### config.mk
export PLATFORM = sky130hd
export DESIGN_NAME = imm_gen_stage_flat
export DESIGN_NICKNAME = d
export VERILOG_FILES = /design/src/rtl/imm_gen_if.sv /design/src/rtl/imm_gen_stage.sv /design/src/flat_wrapper.sv
export SDC_FILE = /design/constraint.sdc
export NUM_CORES = 1
export LEC_CHECK = 0
export CAP_MARGIN = 20
export CORE_UTILIZATION = 50
export CTS_BUF_LIST = sky130_fd_sc_hd__clkbuf_16
export DETAILED_ROUTE_END_ITERATION = 10
export PLACE_DENSITY_LB_ADDON = 0.2
export SLEW_MARGIN = 0
export SYNTH_ARGS = -nofsm -noshare
export SYNTH_HDL_FRONTEND = slang
export SYNTH_SLANG_ARGS = --single-unit
### constraint.sdc
create_clock -name clk -period 4.4 [get_ports clk]
set_clock_uncertainty 0.05 [all_clocks]
set_input_delay 1.32 -clock clk [delete_from_list [all_inputs] [get_ports clk]]
set_output_delay 1.32 -clock clk [all_outputs]
set_load 0.1 [all_outputs]
### src/rtl/imm_gen_if.sv
// Handshake bundle carrying instruction words into the immediate generator
// and extended immediates out towards the ID/EX register.
interface imm_gen_if #(
   parameter int XLEN = 32
);
   logic            in_valid;
   logic            in_ready;
   logic [31:0]     instr;
   logic [2:0]      imm_src;
   logic            out_valid;
   logic            out_ready;
   logic [XLEN-1:0] imm_ext;
   logic            imm_err;

   // Surrounding pipeline: offers instructions, consumes immediates.
   modport master (
      output in_valid, instr, imm_src, out_ready,
      input  in_ready, out_valid, imm_ext, imm_err
   );

   // Immediate generator.
   modport slave (
      input  in_valid, instr, imm_src, out_ready,
      output in_ready, out_valid, imm_ext, imm_err
   );
endinterface

### src/rtl/imm_gen_stage.sv
// Decode-stage immediate generator. Extends the immediate of each accepted
// instruction combinationally, stores it already extended in an output
// register, and absorbs one extra entry in a skid register so that in_ready
// can be driven purely from state.
module imm_gen_stage #(
   parameter int XLEN = 32
) (
   input  logic     clk,
   input  logic     rst,
   input  logic     flush,
   imm_gen_if.slave bus
);

   localparam logic [2:0] SRC_I   = 3'b000;
   localparam logic [2:0] SRC_S   = 3'b001;
   localparam logic [2:0] SRC_B   = 3'b010;
   localparam logic [2:0] SRC_J   = 3'b011;
   localparam logic [2:0] SRC_U   = 3'b100;
   localparam logic [2:0] SRC_Z   = 3'b101;
   localparam logic [2:0] SRC_SH  = 3'b110;
   localparam logic [2:0] SRC_RSV = 3'b111;

   if (XLEN != 32 && XLEN != 64) begin : g_bad_xlen
      $error("imm_gen_stage: XLEN must be 32 or 64");
   end

   // Widen a 32-bit signed value to the datapath width.
   function automatic logic signed [XLEN-1:0] sext32(input logic signed [31:0] v);
      return XLEN'(v);
   endfunction

   function automatic logic signed [XLEN-1:0] imm_i(input logic [31:7] f);
      logic signed [11:0] raw;
      raw = f[31:20];
      return sext32(32'(raw));
   endfunction

   function automatic logic signed [XLEN-1:0] imm_s(input logic [31:7] f);
      logic signed [11:0] raw;
      raw = {f[31:25], f[11:7]};
      return sext32(32'(raw));
   endfunction

   function automatic logic signed [XLEN-1:0] imm_b(input logic [31:7] f);
      logic signed [12:0] raw;
      raw = {f[31], f[7], f[30:25], f[11:8], 1'b0};
      return sext32(32'(raw));
   endfunction

   function automatic logic signed [XLEN-1:0] imm_j(input logic [31:7] f);
      logic signed [20:0] raw;
      raw = {f[31], f[19:12], f[20], f[30:21], 1'b0};
      return sext32(32'(raw));
   endfunction

   function automatic logic signed [XLEN-1:0] imm_u(input logic [31:7] f);
      logic signed [31:0] raw;
      raw = {f[31:12], 12'b0};
      return sext32(raw);
   endfunction

   // Shift amount is 5 bits wide on RV32 and 6 bits wide on RV64.
   function automatic logic signed [XLEN-1:0] imm_sh(input logic [31:7] f);
      logic signed [XLEN-1:0] r;
      if (XLEN == 64) r = XLEN'(f[25:20]);
      else            r = XLEN'(f[24:20]);
      return r;
   endfunction

   // Select and extend the immediate; the reserved code yields zero.
   function automatic logic signed [XLEN-1:0] extend(input logic [31:7] f,
                                                     input logic [2:0]  src);
      logic signed [XLEN-1:0] r;
      case (src)
         SRC_I:   r = imm_i(f);
         SRC_S:   r = imm_s(f);
         SRC_B:   r = imm_b(f);
         SRC_J:   r = imm_j(f);
         SRC_U:   r = imm_u(f);
         SRC_Z:   r = XLEN'(f[19:15]);
         SRC_SH:  r = imm_sh(f);
         default: r = '0;
      endcase
      return r;
   endfunction

   // Opcode bits play no part in immediate extraction.
   logic unused_opcode;
   assign unused_opcode = ^bus.instr[6:0];

   // ---- stage p0: combinational extension of the incoming word ----
   logic [XLEN-1:0] ext_p0;
   logic            err_p0;

   // Extend on the way in so the output side only ever moves finished values.
   always_comb begin
      ext_p0 = extend(bus.instr[31:7], bus.imm_src);
      err_p0 = (bus.imm_src == SRC_RSV);
   end

   // ---- stage p1: output register plus skid register ----
   logic            vld_p1;
   logic            rdy_p1;
   logic            sk_vld_p1;
   logic [XLEN-1:0] imm_p1;
   logic            err_p1;
   logic [XLEN-1:0] sk_imm_p1;
   logic            sk_err_p1;

   logic accept;
   logic drain;
   logic or_load;
   logic vld_nxt;
   logic sk_vld_nxt;

   assign accept  = bus.in_valid & rdy_p1;
   assign drain   = vld_p1 & bus.out_ready;
   assign or_load = ~vld_p1 | drain;

   // Occupancy update: flush empties both entries; a free output register is
   // refilled from the skid entry first, otherwise from the incoming word.
   always_comb begin
      vld_nxt    = vld_p1;
      sk_vld_nxt = sk_vld_p1;
      if (flush) begin
         vld_nxt    = 1'b0;
         sk_vld_nxt = 1'b0;
      end else if (or_load) begin
         vld_nxt    = sk_vld_p1 | accept;
         sk_vld_nxt = sk_vld_p1 & accept;
      end else if (accept) begin
         sk_vld_nxt = 1'b1;
      end
   end

   // Control state; in_ready is registered so it never depends on out_ready.
   always_ff @(posedge clk or posedge rst) begin
      if (rst) begin
         vld_p1    <= 1'b0;
         sk_vld_p1 <= 1'b0;
         rdy_p1    <= 1'b1;
      end else begin
         vld_p1    <= vld_nxt;
         sk_vld_p1 <= sk_vld_nxt;
         rdy_p1    <= ~sk_vld_nxt;
      end
   end

   // Output register: holds while stalled, takes the older skid entry first.
   always_ff @(posedge clk or posedge rst) begin
      if (rst) begin
         imm_p1 <= '0;
         err_p1 <= 1'b0;
      end else if (!flush && or_load) begin
         if (sk_vld_p1) begin
            imm_p1 <= sk_imm_p1;
            err_p1 <= sk_err_p1;
         end else if (accept) begin
            imm_p1 <= ext_p0;
            err_p1 <= err_p0;
         end
      end
   end

   // Skid register: captures an accept that cannot go straight to the output.
   always_ff @(posedge clk) begin
      if (!flush && accept && (sk_vld_p1 || !or_load)) begin
         sk_imm_p1 <= ext_p0;
         sk_err_p1 <= err_p0;
      end
   end

   assign bus.in_ready  = rdy_p1;
   assign bus.out_valid = vld_p1;
   assign bus.imm_ext   = imm_p1;
   assign bus.imm_err   = err_p1;

endmodule

### src/flat_wrapper.sv
// flat-port wrapper written by rule: the top's interface ports become plain ports
module imm_gen_stage_flat 
#(
   parameter int XLEN = 32
)
  (clk, rst, flush, bus_in_valid, bus_instr, bus_imm_src, bus_out_ready, bus_in_ready, bus_out_valid, bus_imm_ext, bus_imm_err);
  imm_gen_if #(.XLEN(XLEN)) bus_i ();
  input  logic clk;
  input  logic rst;
  input  logic flush;
  input wire logic [$bits(bus_i.in_valid)-1:0] bus_in_valid;
  input wire logic [$bits(bus_i.instr)-1:0] bus_instr;
  input wire logic [$bits(bus_i.imm_src)-1:0] bus_imm_src;
  input wire logic [$bits(bus_i.out_ready)-1:0] bus_out_ready;
  output wire logic [$bits(bus_i.in_ready)-1:0] bus_in_ready;
  output wire logic [$bits(bus_i.out_valid)-1:0] bus_out_valid;
  output wire logic [$bits(bus_i.imm_ext)-1:0] bus_imm_ext;
  output wire logic [$bits(bus_i.imm_err)-1:0] bus_imm_err;
  assign bus_i.in_valid = bus_in_valid;
  assign bus_i.instr = bus_instr;
  assign bus_i.imm_src = bus_imm_src;
  assign bus_i.out_ready = bus_out_ready;
  assign bus_in_ready = bus_i.in_ready;
  assign bus_out_valid = bus_i.out_valid;
  assign bus_imm_ext = bus_i.imm_ext;
  assign bus_imm_err = bus_i.imm_err;
  imm_gen_stage #(.XLEN(XLEN)) u_core (.clk(clk), .rst(rst), .flush(flush), .bus(bus_i));
endmodule
* Word-level counts from Yosys, hierarchy flattened *
Index checks and enable logic that the tools add are counted.

word-level totals
  flip-flop bits (word level) = 69
  input bits = 40

cells by class
  equal/unequal tests = 7
  multiplexer cells = 10
  bitwise gates (word level) = 7
  reductions and logical operators = 10

operators with widths
  cell                                                                   count
  32-bit case mux with 7 select lines                                    1
  32-bit two-way mux                                                     2
  3-bit equality test, second input constant                             4
  1-bit two-way mux                                                      7
  3-bit by 2-bit equality test with 1-bit output, second input constant  2
  2-bit nonzero test                                                     2
  1-bit AND                                                              3
  3-bit by 1-bit equality test with 1-bit output, second input constant  1
  1-bit logical AND                                                      3
  3-bit zero test                                                        1
  1-bit zero test                                                        2
  1-bit NOT                                                              2
  1-bit OR                                                               2
  2-bit AND reduction                                                    1
  1-bit logical OR                                                       1

* Longest topological paths before layout *
Gate-level depths: netlist (run 1).

  depth in word-level cells = 5
  mapped depth = 6
  depth with buffers taken out = 4

* Least setup slack after synthesis (run 1) *
No wires, ideal clock.

  path kind = input port to flip-flop
  from = in bus_out_ready
  to = reg u_core.sk_err_p1, enable pin
  setup time = 465 ps
  arrival = 3897 ps
  data required time = 3885 ps
  setup slack = -11 ps
  cell stages on the path = 3
  path buffers = 0
  cells stage by stage = nor2b_1 nor2_1 nor3_1

between the ends
  cells in the longest elaborated chain, start to end = 5

RTL lines
  item                  RTL line              RTL
  start, declared       flat_wrapper.sv:14    input wire logic [$bits(bus_i.out_ready)-1:0] bus_out_ready;
  1-bit AND             imm_gen_stage.sv:117  assign drain = vld_p1 & bus.out_ready;
  1-bit OR              imm_gen_stage.sv:118  assign or_load = ~vld_p1 | drain;
  1-bit zero test       imm_gen_stage.sv:167  if (!flush && accept && (sk_vld_p1 || !or_load)) begin
  1-bit logical OR      imm_gen_stage.sv:167
  1-bit logical AND     imm_gen_stage.sv:167
  end signal, assigned  imm_gen_stage.sv:169  sk_err_p1 <= err_p0;
  end, declared         imm_gen_stage.sv:108  logic sk_err_p1;

Every way passes these cells.
A chain may end at the register's enable or synchronous reset.

* Final worst setup path (run 1) *
  from = reg u_core.rdy_p1 (netlist: u_core.bus.in_ready)
  to = out bus_in_ready

RTL lines
  item                    RTL line              RTL
  start, declared         imm_gen_stage.sv:103  logic rdy_p1;
  start signal, assigned  imm_gen_stage.sv:145  rdy_p1 <= ~sk_vld_nxt;
  end, declared           flat_wrapper.sv:15    output wire logic [$bits(bus_i.in_ready)-1:0] bus_in_ready;

No word-level cell between the ends.

==> results of run 1 <==
cell families (layout without fill, tap and decap cells):
group	count (synthesis)	after routing	synth area share
and+or+nand+nor	112	112	0.1721
AOI/OAI and AO/OA	89	89	0.1538
DFF	69	69	0.5762
buffers and inverters	26	94	0.03427
muxes	18	18	0.05560
adders and majority gates	1	1	0.003047
xor gates and xnor gates	1	1	0.004952
sequential cells by signal, indices dropped and copies added, names as in the netlist:
name / count
u_core.sk_imm_p1: 32
u_core.sk_vld_p1: 1
u_core.bus.imm_err: 1
u_core.sk_err_p1: 1
u_core.bus.imm_ext: 32
u_core.bus.in_ready: 1
u_core.bus.out_valid: 1
per-layer routing:
metal / global-route usage / wire length, um / up-vias / part of all wire
li1: - / - / 1250 / -
met1: 0.3195 / 3362 / 1262 / 0.44
met2: 0.3741 / 3687 / 85 / 0.49
met3: 0.03579 / 440 / 5 / 0.058
met4: 0.09718 / 74 / 0 / 0.0098
met5: 0 / 0 / - / 0
power groups by stage:
stage,Sequential (mW),Combinational [mW],Clock (mW)
6_report,0.775,0.725,0.757
5_1_grt,0.783,0.757,0.792
4_1_cts,0.775,0.728,0.765
3_5_place_dp,0.787,0.726,0
3_3_place_gp,0.785,0.718,0
2_1_floorplan,1.19,0.135,0
final cells by class:
type	instances	area [sq um]	area share
clock buffers	9	225.2	0.05177
clock inverters	7	90.09	0.02071
inverters	3	11.26	0.002588
multi-input cells	221	1291	0.2968
flip-flops and latches	69	1893	0.4351
well taps	77	96.34	0.02215
repair buffers	75	743.2	0.1708
layout by cell type, fill, tap and decap left out, types with 2 or more instances in the layout:
cell / count
nand2_1: 34
a21o_1: 12
a21oi_1: 20
dfrtp_1: 35
a31oi_1: 2
buf_4: 7
o21ai_0: 45
clkdlybuf4s50_1: 67
bufinv_16: 2
a22oi_1: 4
nor2_1: 19
and3_1: 5
mux2i_1: 16
inv_1: 4
nor2b_1: 12
nand2b_1: 3
clkbuf_16: 9
nor3_1: 7
edfxtp_1: 33
nand3b_1: 7
or2_2: 7
and2_0: 3
mux2_2: 2
and2_1: 3
a211o_1: 4
nand3_1: 7
worst paths after layout:
path	startpoint	to	slack, ps	depth (start not counted)
max in group asynchronous	rst	u_core.bus.in_ready	2580	3
min in group asynchronous	rst	u_core.bus.out_valid	1370	3
max reg2reg	u_core.sk_vld_p1	u_core.bus.imm_ext[18]	2160	4
max	u_core.bus.in_ready	bus_in_ready	1040	1
min reg2reg	u_core.bus.imm_ext[8]	u_core.bus.imm_ext[8]	430	2
min	u_core.bus.imm_ext[8]	u_core.bus.imm_ext[8]	430	2
per-stage QoR:
step / utilization / hold WS [ps] / std cells
detailed placement: 0.6355 / 419.0 / 445
finish: 0.6851 / 426.3 / 461
global route: 0.6851 / 448.8 / 461
floorplan: - / 443.1 / 316
global placement: 0.6355 / 409.9 / 445
CTS: 0.6851 / 431.2 / 461
==> impl_metrics.tcl, run 1 <==
set metrics [dict create \
    clock_sinks 69 \
    swShare 0.3719 \
    synth_most_common_cell "o21ai_0" \
    p_int_mw 1.417 \
    fmax_mhz 297.5 \
    die_w_um 83.07 \
    cp_max_fo 3 \
    drt_wl_total_mm 7.565 \
    ys_ff_latch 69 \
    power.share.clock 0.335 \
    core_area_sq_um 6350 \
    syn_avg_cell_area_sq_um 10.40 \
    cts_buffer_depth 2 \
    netlist.area_leader.share 0.3016 \
    ys_seq_area_frac 0.5762 \
    grt_pass1_wl_mm 12.57 \
    worst_slack_ps 1038 \
    tns_ps 0 \
    p_switching_mw 0.8394 \
    post-cts-setup-buffers 0 \
    grt_max_degree 37 \
    vdd_drop_max_mv 0.3373 \
    post_synth_num_cell_types 34 \
    drc 0 \
    grt_pass1_vias 2566 \
    fin_crit_ps 3362 \
    tightest_slew_ps 1006 \
    grt_antenna_before_repair 0 \
    detail-route-antenna-nets 0 \
    relSlewSlack 0.3274 \
    powerDensity_nw_per_um2 518.7 \
    wl_per_cell_um 16.41 \
    vias 2602 \
    max_stage_delay_ps 1130 \
    yosys_warnings 0 \
    final_nets 419 \
    required_ps 3030 \
    yosysTopAreaCell "edfxtp_1" \
    io_buffers 67 \
    cts_made_buffers 9 \
    clk_latency_ps 320 \
    drv_slew 0 \
    synthCells 316 \
    clkTransAtPathRegs_ps 60 \
    area_delta_synth_final_pct 32.41 \
    p_leak_nw 1.852 \
    drive_above_1_share 0.09115 \
    via_per_inst 5.644 \
    cts_max_level 3 \
    timing.final.crit_share 0.7641 \
    power_mw 2.257 \
    worstPathArrival_ps 1990 \
    synth_edf_count 33 \
    holdBufCountCts 0 \
    place_area_sq_um 4035 \
    cts_root_buffer "clkbuf_16" \
    crit_buf_inv 1 \
    gp_congestion 0.8335 \
    p_comb_frac 0.321 \
    grt_overflow 0 \
    design_area_sq_um 4350 \
    rsz0062_at_grt "false" \
    drt-pass1-iter-count 4 \
    cap_violations 0 \
    synthTopCellsByArea "edfxtp_1, dfrtp_1, o21ai_0" \
    cpLargestDelayFamily "buffers and inverters" \
    cts_resized 0 \
    worstPathCellList "clkdlybuf4s50_1" \
    hold_path_class "reg2reg" \
    diodes 0 \
    io_pins 75 \
    hold_viol 0 \
    drtIter0Drc 181 \
    fp.dieH_um 83.07 \
    setup_viol 0 \
    synthFlopType "dfrtp_1" \
    row_count 29 \
    tritoncts "done" \
    grt_usage 0.2336 \
    crit_path_end_kind "primary output" \
    pre_cts_ws_ps 841.4 \
    synth-async-reset-ratio 0.5217 \
    status "completed" \
    start_kind "flop" \
    ys_top_cells_by_count "o21ai_0, dfrtp_1, nand2_1" \
    slowest_stage "clkdlybuf4s50_1" \
    path_class "reg2out" \
    initial_core_util 0.5174 \
    die_area_sq_um 6900 \
    fillers 479 \
    synth_nets 356 \
    seq_power_share 0.343 \
    syn_area_sq_um 3286 \
    dp_hpwl_mm 4.924 \
]
No activity file was read; power rests on OpenSTA's default activity.
==> run 2, diff against run 1 <==
==> constraint.sdc (replaced) <==
create_clock -name clk -period 3.3 [get_ports clk]
set_clock_uncertainty 0.05 [all_clocks]
set_input_delay 0.99 -clock clk [delete_from_list [all_inputs] [get_ports clk]]
set_output_delay 0.99 -clock clk [all_outputs]
set_load 0.1 [all_outputs]
==> run 2 against run 1 <==
First-iteration DRC count shrank 1.1%. Register-to-register slack lost 780 ps. Critical endpoint is now u_core.bus.imm_ext[18]. Utilization shrank 1.2 points. Via count is essentially flat.
==> impl_metrics.tcl, run 2 (synthesized netlist as in run 1, its figures left out) <==
set metrics [dict create \
    status "completed" \
    clock_sinks 69 \
    core_area_sq_um 6350 \
    wl_met3_um 397 \
    die_w_um 83.07 \
    drive_above_1_share 0.1897 \
    via_per_inst 5.576 \
    whs_ps 425.0 \
    area_delta_synth_final_pct 30.12 \
    path_class "in2reg" \
    powerDensity_nw_per_um2 673.2 \
    drc 0 \
    rsz0062_at_grt "false" \
    cp_max_fo 13 \
    layout_common_cells "buf_4, o21ai_0, dfrtp_1" \
    drt_wl_total_mm 7.394 \
    hold_path_class "reg2reg" \
    cts_root_buffer "clkbuf_16" \
    p_switching_mw 1.097 \
    start_kind "input port" \
    cts_max_level 3 \
    worstPathArrival_ps 2960 \
    power_mw 2.878 \
    setup_viol 0 \
    wl_per_cell_um 15.83 \
    max_stage_delay_ps 800 \
    drt-pass1-iter-count 4 \
    seq_power_share 0.359 \
    p_comb_frac 0.328 \
    worst_slack_ps 555.5 \
    tns_ps 0 \
    cts_buffer_depth 2 \
    fp.dieH_um 83.07 \
    worstPathCellList "clkdlybuf4s50_1 > nor2b_1 > nand2_1 > a31oi_1 > mux2_2" \
    diodes 0 \
    wl_met2_mm 3.522 \
    design_area_sq_um 4275 \
    grt_antenna_before_repair 0 \
    io_buffers 67 \
    timing.final.crit_share 0.8317 \
    cts_resized 0 \
    detail-route-antenna-nets 0 \
    tightest_slew_ps 883.7 \
    p_int_mw 1.781 \
    fin_crit_ps 2744 \
    die_area_sq_um 6900 \
    initial_core_util 0.5174 \
    place_area_sq_um 3993 \
    grt_usage 0.2320 \
    grt_overflow 0 \
    layout.cells.non_filler 467 \
    slowest_stage "nor2b_1" \
    drv_slew 0 \
    final_nets 425 \
    top_layer "met4" \
    wl_met1_mm 3.356 \
    vdd_drop_max_mv 0.4224 \
    hold_viol 0 \
    grt_pass1_vias 2560 \
    final_common_cell "buf_4" \
    pre_cts_ws_ps 218.2 \
    io_pins 75 \
    required_ps 3510 \
    post-cts-setup-buffers 0 \
    dp_hpwl_mm 4.878 \
    cts_made_buffers 9 \
    relSlewSlack 0.4096 \
    placed_cells 451 \
    final_util 0.6733 \
    clkTransAtPathRegs_ps 50 \
    tritoncts "done" \
    power.share.clock 0.313 \
    gp_congestion 0.8450 \
    row_count 29 \
    cap_violations 0 \
    swShare 0.3811 \
    grt_pass1_wl_mm 12.62 \
    grt_max_degree 37 \
    vias 2604 \
    holdBufCountCts 0 \
    clk_latency_ps 320 \
    crit_path_end_kind "flop" \
    drtIter0Drc 179 \
    fmax_mhz 364.4 \
    p_leak_nw 1.909 \
]
[run 2: changes by cell type in the layout (fill, tap and decap cells not counted), sizes merged]
cell / delta
clkinv: +1
buf: +41
clkdlybuf4s50: -35
clkinvlp: +1
bufinv: -1
inv: -1
[run 2: worst max-delay path, delay by kind of cell]
family | cells | cell delay (ps)
simple gates | 2 | 970
buf+inv | 1 | 650
compound gates | 1 | 190
mux | 1 | 160
[run 2: routing by layer]
| metal | vias to the layer above | GRT usage |
|---|---|---|
| li1 | 1257 | - |
| met1 | 1244 | 0.3220 |
| met2 | 91 | 0.3674 |
| met3 | 12 | 0.03579 |
| met4 | 0 | 0.09248 |
| met5 | - | 0 |
[run 2: final timing paths]
check                                       startpoint                      to  slack [ps]  depth (start not counted)
worst max register to register     u_core.bus.in_ready   u_core.bus.imm_ext[0]        1380                          5
worst min register to register  u_core.bus.imm_ext[25]  u_core.bus.imm_ext[25]         430                          2
max in group asynchronous                          rst     u_core.bus.in_ready        1790                          3
min in group asynchronous                          rst   u_core.bus.imm_ext[7]        1050                          3
worst min-delay path            u_core.bus.imm_ext[25]  u_core.bus.imm_ext[25]         430                          2
worst max-delay path                    bus_imm_src[2]  u_core.bus.imm_ext[18]         560                          5
[run 2: layout make-up]
| class | instances | area [sq um] |
|---|---|---|
| clock buffer | 9 | 225.2 |
| clock inverter | 7 | 57.56 |
| fill | 503 | 2074 |
| inverter | 3 | 11.26 |
| multi-input combinational | 221 | 1291 |
| sequential | 69 | 1893 |
| tap | 77 | 96.34 |
| timing repair buffer | 81 | 700.7 |
[run 2: power groups by stage]
stage | registers (mW) | clock network, mW | logic, mW
after floorplan | 1.58 | 0 | 0.180
after global placement | 1.05 | 0 | 0.938
after detailed placement | 1.05 | 0 | 0.946
after CTS | 1.03 | 0.916 | 0.948
after global routing | 1.04 | 0.952 | 0.987
final | 1.03 | 0.902 | 0.943
==> run 3, diff against run 2 <==
--- a/config.mk
+++ b/config.mk
@@ -6,7 +6,7 @@
 export NUM_CORES = 1
 export LEC_CHECK = 0
 export CAP_MARGIN = 20
-export CORE_UTILIZATION = 50
+export CORE_UTILIZATION = 45
 export CTS_BUF_LIST = sky130_fd_sc_hd__clkbuf_16
 export DETAILED_ROUTE_END_ITERATION = 10
 export PLACE_DENSITY_LB_ADDON = 0.2
==> constraint.sdc (replaced) <==
create_clock -name clk -period 2.45 [get_ports clk]
set_clock_uncertainty 0.05 [all_clocks]
set_input_delay 0.735 -clock clk [delete_from_list [all_inputs] [get_ports clk]]
set_output_delay 0.735 -clock clk [all_outputs]
set_load 0.1 [all_outputs]
==> run 3 against run 2 <==
Clock-buffer cell count unchanged. Largest power group unchanged. Hold slack improved by 1.5 ps. Cell count is 8.6% higher.
==> impl_metrics.tcl, run 3 (synthesized netlist as in run 1, its figures left out) <==
set metrics [dict create \
    path_class "in2reg" \
    p_int_mw 2.331 \
    wl_per_cell_um 15.69 \
    status "completed" \
    via_per_inst 5.278 \
    timing.final.crit_share 0.9025 \
    powerDensity_nw_per_um2 865.6 \
    holdBufCountCts 0 \
    grt_antenna_before_repair 0 \
    fillers 604 \
    initial_core_util 0.4757 \
    fp.dieH_um 87.45 \
    cts_buffer_depth 2 \
    clock_sinks 69 \
    fin_crit_ps 2211 \
    layout.area.seq_sq_um 1894 \
    crit_path_end_kind "flop" \
    die_w_um 87.45 \
    grt_pass1_wl_mm 12.84 \
    io_pins 75 \
    setup_viol 0 \
    cts_root_buffer "clkbuf_16" \
    drt_wl_total_mm 7.955 \
    drtIter0Drc 166 \
    io_buffers 67 \
    cts_resized 0 \
    relSlewSlack 0.6455 \
    worst_slack_ps 238.9 \
    area_delta_synth_final_pct 35.64 \
    whs_ps 426.6 \
    grt_usage 0.2242 \
    power.share.clock 0.301 \
    gp_congestion 0.8980 \
    drc 0 \
    clkTransAtPathRegs_ps 60 \
    post-cts-setup-buffers 0 \
    cp_max_fo 8 \
    vdd_drop_max_mv 0.5480 \
    tns_ps 0 \
    drv_slew 0 \
    p_leak_nw 2.018 \
    start_kind "input port" \
    p_switching_mw 1.527 \
    cap_violations 0 \
    tightest_slew_ps 529.3 \
    clk_latency_ps 320 \
    fmax_mhz 452.3 \
    hold_path_class "reg2reg" \
    grt_max_degree 37 \
    layout_common_cells "buf_4, o21ai_0, nand2_1, dfrtp_1, edfxtp_1" \
    hold_viol 0 \
    tritoncts "done" \
    core_area_sq_um 6907 \
    rsz0062_at_grt "false" \
    multi_input_area_sq_um 1294 \
    diodes 0 \
    cts_made_buffers 9 \
    drt-pass1-iter-count 4 \
    vias 2676 \
    die_area_sq_um 7648 \
    final_nets 446 \
    cts_max_level 3 \
    row_count 30 \
    worstPathArrival_ps 2370 \
    dp_hpwl_mm 5.278 \
    swShare 0.3958 \
    grt_overflow 0 \
    p_comb_frac 0.337 \
    final_common_cell "buf_4" \
    required_ps 2610 \
    detail-route-antenna-nets 0 \
    seq_power_share 0.361 \
    grt_pass1_vias 2626 \
    drive_above_1_share 0.2433 \
    pre_cts_ws_ps -198.2 \
]
[run 3: changes by cell type in the layout (fill, tap and decap cells not counted), sizes merged]
cell | previous run | this run
clkinvlp | 1 | 0
bufinv | 1 | 0
clkinv | 4 | 6
buf | 49 | 70
[run 3: cell type report]
class	count	share of cell area
clock buffer	9	0.05053
inverter	3	0.002527
timing repair buffer	102	0.1954
multi-input combinational	221	0.2903
sequential	69	0.4250
tap	96	0.02695
clock inverter	7	0.009264
[run 3: stage by stage]
stage / power, mW / cells / utilization / instance area (sq um)
finish: 3.858 / 507 / 0.6453 / 4457
global route: 4.000 / 507 / 0.6453 / 4457
CTS: 3.880 / 507 / 0.6449 / 4454
detailed placement: 2.721 / 491 / 0.6063 / 4188
global placement: 2.708 / 491 / 0.6063 / 4188
floorplan: 2.375 / 316 / - / 3298
[run 3: worst max-delay path, stage by stage]
cell,delay (ps)
clkdlybuf4s50_1,660
buf_4,190
and3b_1,170
o21ai_0,220
a31oi_1,110
mux2_2,270
[run 3: metal layers]
layer | share of wire | track usage
met5 | 0 | 0
met4 | 0.0079 | 0.08644
met3 | 0.038 | 0.03602
met2 | 0.49 | 0.3722
met1 | 0.46 | 0.2950
[run 3: final timing paths]
check                           cells after the start  slack [ps]                   from                endpoint
worst max-delay path                                6         240         bus_imm_src[2]  u_core.bus.imm_ext[18]
worst min-delay path                                2         430  u_core.bus.imm_ext[5]   u_core.bus.imm_ext[5]
worst max register to register                      5         620    u_core.bus.in_ready  u_core.bus.imm_ext[11]
worst min register to register                      2         430  u_core.bus.imm_ext[5]   u_core.bus.imm_ext[5]
max in group asynchronous                           3        1210                    rst    u_core.bus.out_valid
min in group asynchronous                           3         780                    rst   u_core.bus.imm_ext[7]
[run 3: power groups by stage]
stage	Sequential (mW)	Combinational [mW]	Clock, mW
global route	1.41	1.36	1.23
CTS	1.40	1.31	1.18
floorplan	2.13	0.244	0
finish	1.39	1.30	1.16
global placement	1.41	1.30	0
detailed placement	1.42	1.30	0
